`src/rtl/opsum_pkg.sv`:
```
// Shared definitions for the opsum collector: data width default, FSM state
// encoding, job-count width and small arithmetic helpers.
package opsum_pkg;

  // Default psum width, equal to the PE opsum width
  localparam int DATA_W_DEF = 24;

  // Width of the row_len / num_rows configuration fields
  localparam int CFG_W = 4;

  // Width of the total psum count of a job (row_len * num_rows, max 15*15)
  localparam int TOT_W = 2 * CFG_W;

  // Collector FSM states
  typedef enum logic [1:0] {
    ST_IDLE  = 2'd0,
    ST_RUN   = 2'd1,
    ST_DRAIN = 2'd2,
    ST_DONE  = 2'd3
  } state_e;

  // Job size as a shift-and-add product; evaluated once when a job starts
  function automatic logic [TOT_W-1:0] job_total(input logic [CFG_W-1:0] len,
                                                 input logic [CFG_W-1:0] rows);
    logic [TOT_W-1:0] acc;
    acc = {TOT_W{1'b0}};
    for (int i = 0; i < CFG_W; i++) begin
      if (rows[i]) begin
        acc = acc + ({{CFG_W{1'b0}}, len} << i);
      end else begin
        acc = acc;
      end
    end
    return acc;
  endfunction

endpackage

```
`src/rtl/opsum_fifo.sv`:
```
// Synchronous skid FIFO between the PE opsum handshake and the GLB write port.
// DEPTH must be a power of two so the pointers wrap naturally.
// Simultaneous push and pop leave the occupancy unchanged, also when full.
module opsum_fifo #(
  parameter int DEPTH = 8,
  parameter int WIDTH = 24
) (
  input  logic             clk,
  input  logic             rst,
  input  logic             push,
  input  logic             pop,
  input  logic [WIDTH-1:0] din,
  output logic [WIDTH-1:0] dout,
  output logic             full,
  output logic             empty
);

  localparam int PTR_W = $clog2(DEPTH);

  logic [PTR_W-1:0] wr_ptr_q, wr_ptr_d;
  logic [PTR_W-1:0] rd_ptr_q, rd_ptr_d;
  logic [PTR_W:0]   count_q, count_d;
  logic [WIDTH-1:0] mem_q [DEPTH];
  logic             do_push_s;
  logic             do_pop_s;

  assign full  = (count_q == (PTR_W + 1)'(DEPTH));
  assign empty = (count_q == {(PTR_W + 1){1'b0}});
  assign dout  = mem_q[rd_ptr_q];

  // A push into a full FIFO only lands when a pop frees the head slot
  assign do_push_s = push & (~full | pop);
  assign do_pop_s  = pop & ~empty;

  // Next pointer and occupancy computation
  always_comb begin
    wr_ptr_d = wr_ptr_q;
    rd_ptr_d = rd_ptr_q;
    count_d  = count_q;
    if (do_push_s) begin
      wr_ptr_d = wr_ptr_q + PTR_W'(1);
    end else begin
      wr_ptr_d = wr_ptr_q;
    end
    if (do_pop_s) begin
      rd_ptr_d = rd_ptr_q + PTR_W'(1);
    end else begin
      rd_ptr_d = rd_ptr_q;
    end
    case ({do_push_s, do_pop_s})
      2'b10:   count_d = count_q + (PTR_W + 1)'(1);
      2'b01:   count_d = count_q - (PTR_W + 1)'(1);
      default: count_d = count_q;
    endcase
  end

  // Pointer and occupancy registers
  always_ff @(posedge clk or posedge rst) begin
    if (rst) begin
      wr_ptr_q <= {PTR_W{1'b0}};
      rd_ptr_q <= {PTR_W{1'b0}};
      count_q  <= {(PTR_W + 1){1'b0}};
    end else begin
      wr_ptr_q <= wr_ptr_d;
      rd_ptr_q <= rd_ptr_d;
      count_q  <= count_d;
    end
  end

  // Storage array; contents are don't-care while the pointers say empty
  always_ff @(posedge clk) begin
    if (do_push_s) begin
      mem_q[wr_ptr_q] <= din;
    end
  end

endmodule

```
`src/rtl/opsum_collector.sv`:
```
// Opsum collector: accepts PE output psums, buffers them in a skid FIFO and
// writes them to the GLB at row-major addresses base + row*stride + col.
// Optional build macro OPSUM_RELU_EN clamps negative psums to zero at writeback;
// without it the data path is a bit-exact pass-through.
module opsum_collector
  import opsum_pkg::*;
#(
  parameter int DATA_W     = DATA_W_DEF,
  parameter int FIFO_DEPTH = 8,
  parameter int ADDR_W     = 12
) (
  input  logic              clk,
  input  logic              rst,
  input  logic              start,
  input  logic [ADDR_W-1:0] base_addr,
  input  logic [CFG_W-1:0]  row_len,
  input  logic [CFG_W-1:0]  num_rows,
  input  logic [ADDR_W-1:0] row_stride,
  input  logic              opsum_enable,
  input  logic [DATA_W-1:0] opsum_noc,
  output logic              opsum_ready,
  input  logic              glb_grant,
  output logic              glb_wen,
  output logic [ADDR_W-1:0] glb_addr,
  output logic [DATA_W-1:0] glb_wdata,
  output logic              busy,
  output logic              done
);

  state_e             state_q, state_d;
  logic [CFG_W-1:0]   row_len_q, row_len_d;
  logic [ADDR_W-1:0]  row_stride_q, row_stride_d;
  logic [TOT_W-1:0]   total_q, total_d;
  logic [TOT_W-1:0]   accepted_q, accepted_d;
  logic [CFG_W-1:0]   col_q, col_d;
  logic [ADDR_W-1:0]  row_base_q, row_base_d;
  logic               glb_wen_q, glb_wen_d;
  logic [ADDR_W-1:0]  glb_addr_q, glb_addr_d;
  logic [DATA_W-1:0]  glb_wdata_q, glb_wdata_d;
  logic               busy_q, busy_d;
  logic               done_q, done_d;

  logic               ready_s;
  logic               accept_s;
  logic               pop_s;
  logic               writing_s;
  logic               fifo_full_s;
  logic               fifo_empty_s;
  logic [DATA_W-1:0]  fifo_dout_s;
  logic [DATA_W-1:0]  wb_data_s;

  opsum_fifo #(
    .DEPTH (FIFO_DEPTH),
    .WIDTH (DATA_W)
  ) u_fifo (
    .clk   (clk),
    .rst   (rst),
    .push  (accept_s),
    .pop   (pop_s),
    .din   (opsum_noc),
    .dout  (fifo_dout_s),
    .full  (fifo_full_s),
    .empty (fifo_empty_s)
  );

  // Ready is independent of opsum_enable; the count term stops over-acceptance
  assign ready_s   = (state_q == ST_RUN) & ~fifo_full_s & (accepted_q < total_q);
  assign accept_s  = opsum_enable & ready_s;
  assign writing_s = (state_q == ST_RUN) | (state_q == ST_DRAIN);
  assign pop_s     = writing_s & ~fifo_empty_s & glb_grant;

`ifdef OPSUM_RELU_EN
  assign wb_data_s = fifo_dout_s[DATA_W-1] ? {DATA_W{1'b0}} : fifo_dout_s;
`else
  assign wb_data_s = fifo_dout_s;
`endif

  // FSM next state, job counters, address generator and write-port next values
  always_comb begin
    state_d      = state_q;
    row_len_d    = row_len_q;
    row_stride_d = row_stride_q;
    total_d      = total_q;
    accepted_d   = accepted_q;
    col_d        = col_q;
    row_base_d   = row_base_q;
    glb_wen_d    = 1'b0;
    glb_addr_d   = glb_addr_q;
    glb_wdata_d  = glb_wdata_q;

    if (accept_s) begin
      accepted_d = accepted_q + TOT_W'(1);
    end else begin
      accepted_d = accepted_q;
    end

    // Column wraps at row end and the row base steps by the stride (no multiplier)
    if (pop_s) begin
      glb_wen_d   = 1'b1;
      glb_addr_d  = row_base_q + ADDR_W'(col_q);
      glb_wdata_d = wb_data_s;
      if (col_q == (row_len_q - CFG_W'(1))) begin
        col_d      = {CFG_W{1'b0}};
        row_base_d = row_base_q + row_stride_q;
      end else begin
        col_d = col_q + CFG_W'(1);
      end
    end else begin
      glb_wen_d = 1'b0;
    end

    case (state_q)
      ST_IDLE: begin
        if (start) begin
          row_len_d    = row_len;
          row_stride_d = row_stride;
          total_d      = job_total(row_len, num_rows);
          accepted_d   = {TOT_W{1'b0}};
          col_d        = {CFG_W{1'b0}};
          row_base_d   = base_addr;
          if ((row_len == {CFG_W{1'b0}}) || (num_rows == {CFG_W{1'b0}})) begin
            state_d = ST_DONE;
          end else begin
            state_d = ST_RUN;
          end
        end else begin
          state_d = ST_IDLE;
        end
      end
      ST_RUN: begin
        if (accept_s && ((accepted_q + TOT_W'(1)) == total_q)) begin
          state_d = ST_DRAIN;
        end else begin
          state_d = ST_RUN;
        end
      end
      ST_DRAIN: begin
        // An empty FIFO here means the final pop already loaded the output register
        if (fifo_empty_s) begin
          state_d = ST_DONE;
        end else begin
          state_d = ST_DRAIN;
        end
      end
      ST_DONE: begin
        state_d = ST_IDLE;
      end
      default: begin
        state_d = ST_IDLE;
      end
    endcase

    busy_d = (state_d != ST_IDLE);
    done_d = (state_q == ST_DONE);
  end

  // State, configuration, counters and registered outputs
  always_ff @(posedge clk or posedge rst) begin
    if (rst) begin
      state_q      <= ST_IDLE;
      row_len_q    <= {CFG_W{1'b0}};
      row_stride_q <= {ADDR_W{1'b0}};
      total_q      <= {TOT_W{1'b0}};
      accepted_q   <= {TOT_W{1'b0}};
      col_q        <= {CFG_W{1'b0}};
      row_base_q   <= {ADDR_W{1'b0}};
      glb_wen_q    <= 1'b0;
      glb_addr_q   <= {ADDR_W{1'b0}};
      glb_wdata_q  <= {DATA_W{1'b0}};
      busy_q       <= 1'b0;
      done_q       <= 1'b0;
    end else begin
      state_q      <= state_d;
      row_len_q    <= row_len_d;
      row_stride_q <= row_stride_d;
      total_q      <= total_d;
      accepted_q   <= accepted_d;
      col_q        <= col_d;
      row_base_q   <= row_base_d;
      glb_wen_q    <= glb_wen_d;
      glb_addr_q   <= glb_addr_d;
      glb_wdata_q  <= glb_wdata_d;
      busy_q       <= busy_d;
      done_q       <= done_d;
    end
  end

  assign opsum_ready = ready_s;
  assign glb_wen     = glb_wen_q;
  assign glb_addr    = glb_addr_q;
  assign glb_wdata   = glb_wdata_q;
  assign busy        = busy_q;
  assign done        = done_q;

endmodule

```
`config.mk`:
```
export PLATFORM = sky130hd
export DESIGN_NAME = opsum_collector
export DESIGN_NICKNAME = d
export VERILOG_FILES = /design/src/rtl/opsum_pkg.sv /design/src/rtl/opsum_fifo.sv /design/src/rtl/opsum_collector.sv
export SDC_FILE = /design/constraint.sdc
export NUM_CORES = 1
export LEC_CHECK = 0
export BUFFER_PORTS_ARGS = -buffer_cell sky130_fd_sc_hd__clkbuf_2
export CAP_MARGIN = 20
export CELL_PAD_IN_SITES_DETAIL_PLACEMENT = 0
export CELL_PAD_IN_SITES_GLOBAL_PLACEMENT = 2
export CORE_MARGIN = 5
export CORE_UTILIZATION = 39
export DETAILED_ROUTE_END_ITERATION = 16
export PLACE_DENSITY_LB_ADDON = 0.1
export REMOVE_ABC_BUFFERS = 1
export SLEW_MARGIN = 10
export SYNTH_ARGS = -nofsm -noshare
export SYNTH_HDL_FRONTEND = slang
export SYNTH_SLANG_ARGS = --single-unit
```
`constraint.sdc`:
```
create_clock -name clk -period 4.8 [get_ports clk]
set_clock_uncertainty 0.15 [all_clocks]
set_input_delay 0.96 -clock clk [delete_from_list [all_inputs] [get_ports clk]]
set_output_delay 0.96 -clock clk [all_outputs]
set_load 0.01 [all_outputs]
```
==> results of run 1 <==
[how the worst max path moves through the flow]
| stage | startpoint | to | slack, ps | cells past startpoint |
|---|---|---|---|---|
| after floorplan | accepted_q[5] | u_fifo.mem_q[4][0] | 90 | 6 |
| after global placement | num_rows[0] | total_q[5] | 210 | 18 |
| after detailed placement | num_rows[0] | total_q[5] | 220 | 18 |
| after CTS | num_rows[0] | total_q[5] | 720 | 18 |
| after global routing | num_rows[0] | total_q[6] | 480 | 19 |
| final | num_rows[0] | total_q[6] | 740 | 19 |
[final cells by class]
| type | count | area share |
|---|---|---|
| tap | 448 | 0.03666 |
| multi-input combinational | 555 | 0.2993 |
| antenna | 1 | 0.0001637 |
| clock inverter | 10 | 0.008510 |
| timing repair buffer | 118 | 0.04419 |
| clock buffer | 50 | 0.06284 |
| sequential | 291 | 0.5394 |
| inverter | 35 | 0.008919 |
[logic make-up (layout without fill, tap and decap cells)]
family                   after synthesis  count (layout)  share of synthesized area
flip-flops                           291             291                     0.6299
AND/OR/NAND/NOR                      232             232                    0.08337
AO/OA/AOI/OAI                        131             131                    0.06196
multiplexers                          83              83                     0.1096
buffers and inverters                 72             213                    0.02362
XOR/XNOR                              56              56                    0.03748
adder cells (fa/ha/maj)               53              53                    0.05412
other                                  0               1                          0
[registers in the layout (all words and copies together) (netlist names)]
| register | count |
|---|---|
| busy | 1 |
| glb_wdata | 24 |
| u_fifo.wr_ptr_q | 3 |
| total_q | 8 |
| row_base_q | 12 |
| done | 1 |
| row_stride_q | 12 |
| glb_wen | 1 |
| glb_addr | 12 |
| row_len_q | 4 |
| accepted_q | 8 |
| u_fifo.rd_ptr_q | 3 |
| state_q | 2 |
| u_fifo.mem_q | 192 |
| col_q | 4 |
| u_fifo.count_q | 4 |
[synthesized netlist by cell type (2+ instances only)]
cell type | instances | area, µm²
edfxtp_1 | 192 | 5766
nand2_1 | 132 | 495.5
dfrtp_1 | 99 | 2477
o21ai_0 | 60 | 300.3
mux4_2 | 48 | 1081
ha_1 | 47 | 588.1
xnor2_1 | 35 | 306.5
inv_1 | 33 | 123.9
mux2i_1 | 33 | 330.3
nor2_1 | 29 | 108.9
a21oi_1 | 25 | 125.1
clkbuf_1 | 21 | 78.83
xor2_1 | 21 | 183.9
nor3_1 | 16 | 80.08
a21o_1 | 8 | 60.06
buf_2 | 8 | 40.04
nor2b_1 | 7 | 43.79
fa_1 | 6 | 120.1
nand3_1 | 6 | 30.03
nand4_1 | 6 | 37.54
o21a_1 | 6 | 45.04
and2_1 | 5 | 31.28
nand2b_1 | 5 | 31.28
nor3b_1 | 5 | 37.54
nor4_1 | 5 | 31.28
a211oi_1 | 4 | 30.03
o21ai_1 | 4 | 20.02
o31a_1 | 4 | 35.03
and3_1 | 3 | 18.77
buf_1 | 3 | 11.26
buf_4 | 3 | 22.52
o31ai_1 | 3 | 22.52
a21boi_0 | 2 | 15.01
buf_6 | 2 | 22.52
mux2_2 | 2 | 22.52
nand4b_1 | 2 | 17.52
nor4_2 | 2 | 25.02
nor4b_1 | 2 | 17.52
o211ai_1 | 2 | 15.01
o21bai_1 | 2 | 15.01
o22ai_1 | 2 | 12.51
[layer usage]
metal	share of wire	GRT usage	routed length, µm	up-vias
met2	0.48	0.2578	13590	115
met1	0.45	0.2060	12720	3672
li1	-	-	-	3623
met3	0.043	0.03115	1205	46
met4	0.020	0.03785	571	4
met5	0.00096	0	27	-
[power groups by stage]
stage          Combinational, mW  Sequential, mW  Clock (mW)
6_report                    3.14            3.63        2.50
5_1_grt                     3.56            3.71        2.69
4_1_cts                     3.09            3.75        2.58
3_5_place_dp                3.07            3.79           0
3_3_place_gp                3.06            3.79           0
2_1_floorplan               2.14            3.74           0
[worst min-delay path, delay by kind of cell, from the launching register on]
family           cells  cell delay [ps]
AND/OR/NAND/NOR      2              100
flip-flops           1              340
==> results.md, run 1 <==
- Run status: complete, no violations
- Max_slew headroom: 0.4150
- FFs w/ async S/R, synth: 0.3402
- Port Buf Inserts: 100
- Psw: 3.139 mW
- Most frequent cells in the layout: 192 x edfxtp_1, 132 x nand2_1, 100 x clkbuf_2
- CP Buf/Inv Count: 2
- TritonCTS buffer count: 34
- Cells after synthesis: ~920
- Crit path time final: roughly 4100 ps
- DRC Markers: 0
- DP Worst Slack: roughly 220 ps
- Routed vias: 7460
- Die Area: about 37000 µm²
- Top_reg_cell synth: edfxtp_1
- Placer Congestion: ~0.74
- Die H: ~190 µm
- Worst hold path type: reg -> reg
- Hpwl dp: 17540 µm
- GR Util All Layers: 0.1532
- Slew @ Worst Pin: 875.3 ps
- # setup viols final: 0
- Worst-path clk slew: ~70 ps
- Congestion Overflow GR: 0
- Worst setup margin: 740.9 ps
- Core box area: between 30000 and 40000 µm²
- First-iteration detailed-routing DRC count: 230
- DR pass1 iterations: 4
- Final wirelength: approximately 28000 µm
- Crit-path most repeated cell: ha_1
- Worst Setup Start Kind: input port
- Synth-to-Final Area Change: 16.85%
- Power Dens Cells: 605.9 nW/µm²
- Final instance area: between 15000 and 20000 µm²
- RSZ-0062 raised after global routing: no
- Fraction of layout cells with a size suffix above 1: 0.2266
- Total Power: 9.265 mW
- Sequential share of power: 0.391
- Crit path kind: in -> reg
- Worst setup EP type: flip-flop
- Worst Path Required: between 5000 and 6000 ps
- Nets: around 1100
- Final core utilization: 0.4583
- Setup_tns: 0 ps
- Post-synth cell types: 59
- Max clock buf depth: 3
- Internal power: around 6.1 mW
- Largest net degree at the start of global routing: 76
- Fillers: 3061
- Multi-input logic area: 4577 µm²
- CTS tree: yes
- CTS H-tree lvls: 2
- Initial antenna violation count: 2
- Final Hold Slack: around 330 ps
- Sw frac: 0.3388
- Hold Path Depth: 2
- Clock share of power: 0.270
- Sequential element share of the synthesized area: 0.6299
- Die width: ~190 µm
- Wirelength per Cell: 18.64 µm
- Post-CTS Hold Buffers: 0
- Starting Density: 0.3922
- Register area: 8248 µm²
- Reg-to-reg critical path endpoint: u_fifo.count_q[3]
- Hold endpoint: row_stride_q[4]
- Max Clock Freq: ~0.25 GHz
- R2R setup slack: around 1600 ps
- Site Rows: 67
- Worst Path Arrival: approximately 4300 ps
- Critical path peak fanout: 7
- Worst reg2reg path depth: 13
- CP max stage delay: ~370 ps
- R2R Path Start: accepted_q[5]
- Maximum VDD drop: around 0.30 mV
- Comb power frac: 0.339
- First-pass GRT wire length: 44260 µm
- Clock sink count: approximately 290
- Synthesized flop and latch total: between 200 and 300
- Clk_lat worst skew: just over 500 ps
- Commonest non-fill, non-tap cell in the layout: edfxtp_1
- Worst hold start: row_stride_q[4]
- Synth Warn #: 0
- Avg Cell Area, Syn: roughly 14 µm²
- Non-Filler Instances: between 1500 and 2000
- Crit-path cells: clkbuf_2 > and2_1 > ha_1 > inv_1 > fa_1 > nand2b_1 > nand3_1 > xor2_1 > ha_1 > a21o_1 > a21oi_1 > xnor2_1 > mux2_2 > ha_1 > a21oi_1 > nand2_1 > xor2_1 > mux2i_1 > o21ai_0
- Max Cap Viol: 0
- EDFF count, synth: 192
- CP max stage cell: fa_1
- Hold Vio Cnt, Final: 0
- Placed Area: about 14000 µm²
- Leak: about 6 nW
- Vias per cell: 4.947
- Top delay family on crit path: adder cells
- Final period util: 0.8456
- Vias in the first global route: 7990
- DRT antenna net count: 0
- Cell area after synthesis: ~13000 µm²
- Root Buffer: clkbuf_16
- Post-CTS sizing: 0
- I/O pin count: between 100 and 150
- Setup repair bufs after CTS: 0
- Pins over their slew limit: 0
- Dpl cells: roughly 1400
(Power assumes the default switching activity.)
==> run 2, diff against run 1 <==
- CORE_UTILIZATION: 39 -> 43
- clock period: 4.8 -> 4.2 ns (I/O delays scaled with it)
==> run 2 against run 1 <==
  * Die area shrank 8.8%
  * Critical path depth is the same
  * Utilization grew 5.4 points
  * Total power grew 14%
  * Routed wire length shrank 1.9%
  * Global-route usage grew 1.3 points
  * First-iteration DRC count grew 72%
  * Non-clock buffer count grew 11
==> results.md, run 2 (synthesis gave the netlist of run 1 again) <==
- Run status: complete, no violations
- Core box area: 29870 µm² (-10%)
- Worst Path Required: 4410 ps (-600 ps)
- First-pass GRT wire length: 44270 µm (about the same)
- Crit-path cells: clkbuf_2 > and2_1 > ha_1 > inv_1 > fa_1 > nand2b_1 > nand3_1 > xor2_2 > ha_1 > a21o_1 > a21oi_2 > xnor2_1 > mux2_2 > ha_1 > a21oi_1 > nand2_1 > xor2_1 > mux2i_1 > o21ai_0
- DP Worst Slack: -239.3 ps (-459.7 ps)
- Die H: 184.5 µm (-4.5%)
- Max Clock Freq: approximately 0.26 GHz
- Vias per cell: 5.099 (+3.1%)
- Post-CTS Hold Buffers: 0 (unchanged)
- # setup viols final: 0 (unchanged)
- GR Util All Layers: 0.1661 (+0.01288)
- Psw: 3.611 mW (+15%)
- Max FFs per register: 192 (unchanged)
- Initial antenna violation count: 1 (-1)
- Commonest non-fill, non-tap cell in the layout: edfxtp_1
- Worst Setup Start Kind: input port
- RSZ-0062 raised after global routing: no
- Hold Vio Cnt, Final: 0 (unchanged)
- Sw frac: 0.3409 (+0.002123)
- Die Area: 34020 µm² (-8.8%)
- Comb power frac: 0.332 (-0.007)
- Worst hold path type: in -> async
- Final period util: 0.9095
- DRC Markers: 0 (unchanged)
- Site Rows: 63 (-6.0%)
- Crit path time final: around 3800 ps
- Starting Density: 0.4380 (+0.04581)
- Vias in the first global route: 7831 (-2.0%)
- Worst-path clk slew: 60 ps (about the same)
- Root Buffer: clkbuf_16
- Most flops, register: u_fifo.mem_q
- Final wirelength: 27580 µm (-1.9%)
- Clock sink count: 291 (unchanged)
- First-iteration detailed-routing DRC count: 395 (+72%)
- Die width: 184.5 µm (-4.5%)
- Crit-path most repeated cell: ha_1
- Most frequent cells in the layout: 192 x edfxtp_1, 132 x nand2_1, 100 x clkbuf_2
- Fraction of layout cells with a size suffix above 1: 0.2369 (+0.01031)
- Clk_lat worst skew: 520 ps (about the same)
- Maximum VDD drop: 0.3751 mV (+23%)
- TritonCTS buffer count: 34 (unchanged)
- Pins over their slew limit: 0 (unchanged)
- Internal power: 6.982 mW (+14%)
- Critical path peak fanout: 3 (-4)
- Congestion Overflow GR: 0 (unchanged)
- Routed vias: 7460 (unchanged)
- Max clock buf depth: 3 (unchanged)
- Leak: 6.043 nW (+0.97%)
- CP max stage cell: fa_1
- Dpl cells: 1399 (-3.2%)
- Max_slew headroom: 0.4578 (+0.04282)
- Worst setup margin: 380.2 ps (-360.6 ps)
- CTS tree: yes
- Nets: 1160 (+0.96%)
- Power Dens Cells: 691.8 nW/µm² (+14%)
- Non-Filler Instances: 1463 (-3.0%)
- Hpwl dp: 17640 µm (+0.56%)
- Worst Path Arrival: 4030 ps (-240 ps)
- Placer Congestion: 0.7530 (+1.8%)
- CTS H-tree lvls: 2 (unchanged)
- DR pass1 iterations: 5 (+1)
- DRT antenna net count: 0 (unchanged)
- Setup_tns: 0 ps (unchanged)
- I/O pin count: 101 (unchanged)
- Worst setup EP type: flip-flop
- Port Buf Inserts: 100 (unchanged)
- Slew @ Worst Pin: 813.2 ps (-62.11 ps)
- Synth-to-Final Area Change: 17.01%
- Wirelength per Cell: 18.85 µm (+1.1%)
- Crit path kind: in -> reg
- CP max stage delay: 380 ps (about the same)
- Largest net degree at the start of global routing: 64 (-16%)
- Clock share of power: 0.273 (+0.003)
- Sequential share of power: 0.395 (+0.004)
- Max Cap Viol: 0 (unchanged)
[run 2: changes by cell type in the layout (fill, tap and decap cells not counted), moves of 2 or more]
cell,previous run,this run
buf_4,16,27
clkbuf_8,5,0
buf_12,0,2
buf_16,2,0
clkinv_2,0,2
clkinv_4,0,2
[run 2: worst max-delay path, delay by kind of cell]
family                     cells  cell delay [ps]
buffers and inverters          2              150
xor gates and xnor gates       3              410
adders and majority gates      4             1130
muxes                          2              420
and+or+nand+nor                4              530
AOI/OAI and AO/OA              4              570
[run 2: routing by layer]
metal  GRT usage  up-vias  part of all wire
met5           0        -                 0
met4     0.04496        0             0.018
met3     0.03138       35             0.053
met2      0.2692      154              0.48
met1      0.2324     3623              0.45
li1            -     3648                 -
[run 2: path summary, 6_finish.rpt]
| path | startpoint | to | slack (ps) | cells after the start |
|---|---|---|---|---|
| worst max-delay path | num_rows[0] | total_q[6] | 380 | 19 |
| worst min-delay path | rst | row_stride_q[0] | 330 | 2 |
| worst max register to register | accepted_q[5] | u_fifo.count_q[3] | 990 | 13 |
| worst min register to register | glb_wdata[18] | glb_wdata[18] | 330 | 2 |
| max in group asynchronous | rst | glb_wdata[3] | 2850 | 3 |
| min in group clk | glb_wdata[18] | glb_wdata[18] | 330 | 2 |
[run 2: stage by stage]
step                power, mW  cell area [µm²]  utilization  hold WS, ps
CTS                     10.75            15280       0.5114        333.2
global route            11.35            15310       0.5125        353.1
finish                  10.59            15310       0.5125        326.9
detailed placement      7.820            14170       0.4744        320.3
floorplan               6.720            12910            -        295.3
global placement        7.797            14170       0.4744        314.1
[run 2: area by class of cell]
cell class,instances,area [µm²]
fillers,2584,14560
flip-flops and latches,291,8248
multi-input cells,555,4588
clock buffers,45,892.1
repair buffers,129,743.2
well taps,390,488.0
clock inverters,17,214.0
inverters,35,136.4
diodes,1,2.502
[run 2: power by group through the flow]
| stage | combinational (mW) | clock, mW | sequential (mW) |
|---|---|---|---|
| after floorplan | 2.45 | 0 | 4.27 |
| after global placement | 3.48 | 0 | 4.31 |
| after detailed placement | 3.51 | 0 | 4.31 |
| after CTS | 3.52 | 2.96 | 4.27 |
| after global routing | 3.98 | 3.10 | 4.27 |
| final | 3.52 | 2.89 | 4.18 |
[run 2: repair_timing]
item | 4_1_cts | 5_1_grt
setup endpoints to repair | 0 | 1
gates resized for setup | 0 | 2
setup buffers | 0 | 0
==> run 3, diff against run 2 <==
==> constraint.sdc (replaced) <==
create_clock -name clk -period 4.2 [get_ports clk]
set_clock_uncertainty 0.15 [all_clocks]
set_input_delay 0.21 -clock clk [delete_from_list [all_inputs] [get_ports clk]]
set_output_delay 0.21 -clock clk [all_outputs]
set_load 0.01 [all_outputs]
==> run 3 against run 2 <==
  * Largest power group unchanged
  * Sequential share of layout area fell by 1.8 points
  * Count of clock-buffer cells in the layout rose by 4
  * Utilization rose by 1.8 points
  * Register-to-register slack got worse by 20 ps
==> results.md, run 3 (synthesis gave the netlist of run 1 again) <==
- Starting Density: 0.4380 (unchanged)
- Final core utilization: 0.5303 (+0.01776)
- Final instance area: 15840 µm² (+3.5%)
- Vias per cell: 5.130 (+0.61%)
- R2R Path Start: accepted_q[5]
- Die width: 184.5 µm (unchanged)
- Port Buf Inserts: 100 (unchanged)
- CTS tree: yes
- Clk_lat worst skew: 500 ps (-20 ps)
- Worst setup EP type: flip-flop
- Wirelength per Cell: 18.70 µm (-0.79%)
- Slew @ Worst Pin: 845.3 ps (+32.06 ps)
- DRC Markers: 0 (unchanged)
- Worst hold start: num_rows[1]
- Hold endpoint: total_q[1]
- Placer Congestion: 0.7339 (-2.5%)
- Crit path kind: in -> reg
- GR Util All Layers: 0.1712 (+0.005051)
- # setup viols final: 0 (unchanged)
- Pins over their slew limit: 0 (unchanged)
- RSZ-0062 raised after global routing: no
- Run status: complete, no violations
- DP Worst Slack: 349.9 ps (+589.2 ps)
- Reg-to-reg critical path endpoint: u_fifo.count_q[3]
- R2R setup slack: 970 ps (-20 ps)
- Worst Setup Start Kind: input port
- Clock sink count: 291 (unchanged)
- Most frequent cells in the layout: 192 x edfxtp_1, 132 x nand2_1, 100 x clkbuf_2
- Max FFs per register: 192 (unchanged)
- CTS H-tree lvls: 2 (unchanged)
- DR pass1 iterations: 4 (-1)
- Commonest non-fill, non-tap cell in the layout: edfxtp_1
- Site Rows: 63 (unchanged)
- TritonCTS buffer count: 34 (unchanged)
- Worst hold path type: in -> reg
- I/O pin count: 101 (unchanged)
- Die Area: 34020 µm² (unchanged)
- First-iteration detailed-routing DRC count: 341 (-14%)
- Crit-path most repeated cell: ha_1
- Largest net degree at the start of global routing: 56 (-13%)
- Final wirelength: 28300 µm (+2.6%)
- Most flops, register: u_fifo.mem_q
- Hold Path Depth: 3
- Fillers: 2529 (-2.1%)
- CP max stage delay: 520 ps (+140 ps)
- Max Cap Viol: 0 (unchanged)
- Worst Path Arrival: 4050 ps (+20 ps)
- Max clock buf depth: 3 (unchanged)
- Power Dens Cells: 672.8 nW/µm² (-2.7%)
- DRT antenna net count: 0 (unchanged)
- Worst reg2reg path depth: 13 (unchanged)
- Crit path time final: 3853 ps (+33.12 ps)
- Placed Area: 14110 µm² (-0.41%)
- Die H: 184.5 µm (unchanged)
- Root Buffer: clkbuf_16
- Worst-path clk slew: 50 ps (about the same)
- Leak: 6.274 nW (+3.8%)
- Final period util: 0.9173 (+0.007885)
- Maximum VDD drop: 0.4639 mV (+24%)
- Final Hold Slack: 22.79 ps (-304.1 ps)
- Worst Path Required: 4390 ps (-20 ps)
- Hold Vio Cnt, Final: 0 (unchanged)
- Congestion Overflow GR: 0 (unchanged)
- Worst setup margin: 347.1 ps (-33.12 ps)
- Synth-to-Final Area Change: 21.06%
- Nets: 1212 (+4.5%)
- Routed vias: 7762 (+4.0%)
- Vias in the first global route: 8242 (+5.2%)
- Initial antenna violation count: 1 (unchanged)
- Dpl cells: 1393 (-0.43%)
- Core box area: 29870 µm² (unchanged)
- First-pass GRT wire length: 45700 µm (+3.2%)
- Fraction of layout cells with a size suffix above 1: 0.2237 (-0.01323)
- Max Clock Freq: 0.2595 GHz (-0.86%)
- Critical path peak fanout: 7 (+4)
- CP max stage cell: dlygate4sd3_1
- Non-Filler Instances: 1513 (+3.4%)
- Crit-path cells: dlygate4sd3_1 > clkbuf_2 > and2_1 > ha_1 > inv_1 > fa_1 > nand2b_1 > nand3_1 > xor2_2 > ha_1 > a21o_1 > a21oi_1 > xnor2_1 > mux2_2 > ha_1 > a21oi_1 > nand2_1 > xor2_1 > mux2i_1 > o21ai_0
- Max_slew headroom: 0.4351 (-0.02274)
- Hpwl dp: 18170 µm (+3.0%)
- Setup repair bufs after CTS: 0 (unchanged)
## run 3: report_power, final
part           internal [mW]  switching [mW]
clock network           1.75            1.14
logic                   1.67            1.95
registers               3.64           0.507
total                   7.06            3.60
## run 3: routing by layer
layer / part of all wire / vias up / track usage
met5: 0 / - / 0
met4: 0.017 / 0 / 0.03993
met3: 0.050 / 31 / 0.03039
met2: 0.49 / 154 / 0.2902
met1: 0.44 / 3826 / 0.2322
li1: - / 3751 / -
## run 3: area by class of cell
| type | count | area [µm²] | area share |
|---|---|---|---|
| antenna | 1 | 2.502 | 0.0001580 |
| clock buffer | 49 | 977.2 | 0.06168 |
| clock inverter | 11 | 132.6 | 0.008371 |
| inverter | 35 | 136.4 | 0.008608 |
| multi-input combinational | 555 | 4584 | 0.2894 |
| sequential | 291 | 8248 | 0.5206 |
| tap | 390 | 488.0 | 0.03080 |
| timing repair buffer | 181 | 1274 | 0.08040 |
## run 3: stage by stage
step                power, mW  setup TNS, ps
finish                  10.66              0
global placement        7.789              0
global route            11.46              0
detailed placement      7.833              0
floorplan               6.720         -29170
CTS                     10.82              0
## run 3: worst max path at each step
stage / start / cells after the start / endpoint
finish: num_rows[0] / 20 / total_q[6]
global route: num_rows[0] / 19 / total_q[5]
CTS: num_rows[0] / 19 / total_q[5]
detailed placement: num_rows[0] / 18 / total_q[5]
global placement: num_rows[0] / 19 / total_q[6]
floorplan: accepted_q[5] / 6 / u_fifo.mem_q[4][0]
## run 3: worst max-delay path: cells and delay by family
kind,cells,cell delay (ps)
buf+inv,3,740
simple gates,4,550
fa+ha+maj,4,1120
compound gates,4,580
mux,2,420
xor+xnor,3,440
## run 3: what timing repair did
action / CTS / global route
gates resized for setup: 0 / 1
hold buffers: 58 / 0
hold endpoints to repair: 267 / 0
setup endpoints to repair: 0 / 2
